--- config.mk ---
export PLATFORM = sky130hd
export DESIGN_NAME = enc_2
export DESIGN_NICKNAME = d
export VERILOG_FILES = /design/src/rtl/enc_2.sv
export SDC_FILE = /design/constraint.sdc
export NUM_CORES = 1
export LEC_CHECK = 0
export ABC_AREA = 1
export BUFFER_PORTS_ARGS = -buffer_cell sky130_fd_sc_hd__clkbuf_2
export CORE_AREA = 2 2 39 41
export DETAILED_ROUTE_END_ITERATION = 6
export DIE_AREA = 0 0 41 43
export GPL_TIMING_DRIVEN = 0
export RECOVER_POWER = 50
export SYNTH_ARGS = -nofsm -noshare
export SYNTH_HDL_FRONTEND = slang
export SYNTH_SLANG_ARGS = --single-unit
--- constraint.sdc ---
create_clock -name clk -period 0.8 [get_ports clk]
set_input_delay 0.16 -clock clk [delete_from_list [all_inputs] [get_ports clk]]
set_output_delay 0.16 -clock clk [all_outputs]
set_load 0.01 [all_outputs]
--- src/rtl/enc_2.sv ---
// 4-to-2 priority encoder (D3 highest) with valid and multi-request flags.
// x/y/V are registered or combinational by REG_OUT; multi is always registered.
module enc_2 #(
  parameter bit REG_OUT = 1'b1
) (
  input  logic clk,
  input  logic rst_n,
  input  logic D0,
  input  logic D1,
  input  logic D2,
  input  logic D3,
  output logic x,
  output logic y,
  output logic V,
  output logic multi
);

  logic x_c;
  logic y_c;
  logic v_c;
  logic multi_c;
  logic multi_q;

  // Index bits are zero when nothing is requested, never don't-care.
  assign x_c = D3 | D2;
  assign y_c = D3 | (D1 & ~D2);
  assign v_c = D0 | D1 | D2 | D3;
  assign multi_c = (D3 & D2) | (D3 & D1) | (D3 & D0) |
                   (D2 & D1) | (D2 & D0) | (D1 & D0);

  always_ff @(posedge clk or negedge rst_n) begin
    if (!rst_n) begin
      multi_q <= 1'b0;
    end else begin
      multi_q <= multi_c;
    end
  end

  assign multi = multi_q;

  generate
    if (REG_OUT) begin : g_reg
      logic x_q;
      logic y_q;
      logic v_q;

      always_ff @(posedge clk or negedge rst_n) begin
        if (!rst_n) begin
          x_q <= 1'b0;
          y_q <= 1'b0;
          v_q <= 1'b0;
        end else begin
          x_q <= x_c;
          y_q <= y_c;
          v_q <= v_c;
        end
      end

      assign x = x_q;
      assign y = y_q;
      assign V = v_q;
    end else begin : g_comb
      assign x = x_c;
      assign y = y_c;
      assign V = v_c;
    end
  endgenerate

endmodule

==> qor.txt <==
H-tree depth - 1
Failing checks - setup timing
Ant. Diodes - 0
Critical path class - reg2out
Post-DR wirelength/cell - 6.32 microns
Fraction of registers with async set/reset - 100%
DP Worst Slack - 177 ps
Max incr delay on CP - 360 ps
Root Driver - clkbuf_4
DRT Wirelength - 297 microns
Share of cells above drive strength 1 - 41.9%
HP Class - in2reg
DR pass1 iterations - 4
Worst setup SP type - register
Nets - 39
Area delta synth->final - 60.6%
Slew HR - 90.5%
Leak Pwr - 0.000138 uW
Gr usage total - 4.72%
Worst setup margin - -68.0 ps
Port Buffer Count - 9
Fin crit period - 868 ps
Final hold vios - 0
Core area - 1380 sq um
Most common cell in the netlist - nand2_1
Ys flop type - dfrtp_1
Crit-path cells - clkbuf_2
Clock buffer count from CTS - 3
Detailed placement HPWL - 236 microns
Largest net degree at the start of global routing - 5
Final setup vio count - 4
Crit end category - primary output
RSZ-0062 raised after global routing - yes
First-pass GRT wire length - 462 microns
Pwr dens - 2030 nW/um^2
Crit Path Max Fanout - 1
Slew @ Worst Pin - 141 ps
Tcrit/Tclk final - 108%
Site Rows - 14
Area contributors post-synth - dfrtp_1, nand2_1, inv_1
CTS tree - yes
Sequential area share after synthesis - 63.0%
Setup Fix Bufs, Post-CTS - 0
Mapped Area - 159 sq um
Post-synth EDFFs - 0
Mapped Nets - 24
Ys Warns - 0
Synth top area share - 63.0%
Commonest cells post-synth - nand2_1, dfrtp_1, inv_1
Clock Pin Slew Worst Setup and Hold Paths - 40 ps
Required time worst endpoint - 640 ps
Die footprint - 1760 sq um
Initial Utilization - 11.5%
CP bufs+invs - 1
Max cap viols - 0
CP delay by family, top - flip-flops
Post-cts repair resize count - 0
Clk sink count - 4
Syn Inst Count - 18
Fin area - 255 sq um
Slowest-stage cell, CP - dfrtp_1
Die Wd - 41 microns
Maximum clock rate - 1150 MHz
Total grt overflow - 0
Syn avg cell area - 8.83 sq um
Via/cell ratio - 2.91
Synth Register Bits - 4
Top-Level Pins - 10
Initial antenna violation count - 0
Yosys top cell by area - dfrtp_1
Arr. time, crit path - 710 ps
Max IR drop VDD - 0.396 mV
GPL Wtd Cong - 0.645
Status - finished, violations left
Vias in the first global route - 144
Initial drt markers - 5
Max clock buf depth - 2
DRC viols - 0
Slew Limit Fails - 0
DIE HEIGHT - 43 microns
Antenna Nets Post-Route - 0
Vias - 137
Synth unique cells - 7
Area after DPL - 224 sq um
## cell type report
type | instances | area (sq um)
tap | 16 | 20.0
clock buffer | 3 | 22.5
multi-input combinational | 9 | 40.0
sequential | 4 | 100
timing repair buffer | 10 | 53.8
fill | 152 | 1130
inverter | 5 | 18.8
## placed cells by master, fill, tap and decap left out, drive strengths merged
master	n
clkbuf	12
dfrtp	4
dlygate4sd3	1
inv	5
nand2	7
nand4	1
o21ai	1
## through the flow
stage	instances	power, uW	setup TNS (ps)	util (%)	hold WS (ps)
global route	47	553	-335	18.4	187
CTS	47	538	-291	18.5	159
detailed placement	43	277	0	16.2	-31.4
global placement	43	276	0	16.2	-34.2
floorplan	18	246	0	-	-136
finish	47	519	-237	18.4	170
## registers in the layout, summed over array words and instances (netlist names)
signal and cells:
y 1, multi 1, V 1, x 1
## power breakdown
part | switching, uW | internal [uW]
Combinational | 33.1 | 26.5
Clock | 74.9 | 167
Sequential | 2.73 | 214
Total | 111 | 408
## final timing paths
| path | start | endpoint | slack, ps | cells past startpoint |
|---|---|---|---|---|
| worst max-delay path | y$_DFF_PN0_ | y | -70 | 1 |
| worst min-delay path | D2 | y$_DFF_PN0_ | 170 | 2 |
| max in group asynchronous | rst_n | V$_DFF_PN0_ | 410 | 2 |
| min in group asynchronous | rst_n | x$_DFF_PN0_ | 270 | 2 |
## routing by layer
metal	up-vias	track usage (%)	routed length, microns
met4	0	12.0	0
met3	0	0	40
li1	78	-	-
met2	9	4.38	121
met5	-	0	0
met1	50	4.84	134
## cell families after synthesis
| group | share of synthesized area [%] |
|---|---|
| and+or+nand+nor | 22.1 |
| AOI/OAI and AO/OA | 3.15 |
| DFF | 63.0 |
| buffers and inverters | 11.8 |
## timing repair
action,in CTS,in global routing
setup endpoints to repair,4,4
endpoints found under the hold margin,4,0
hold buffers,1,0
Power figures use the tool's default switching activity.
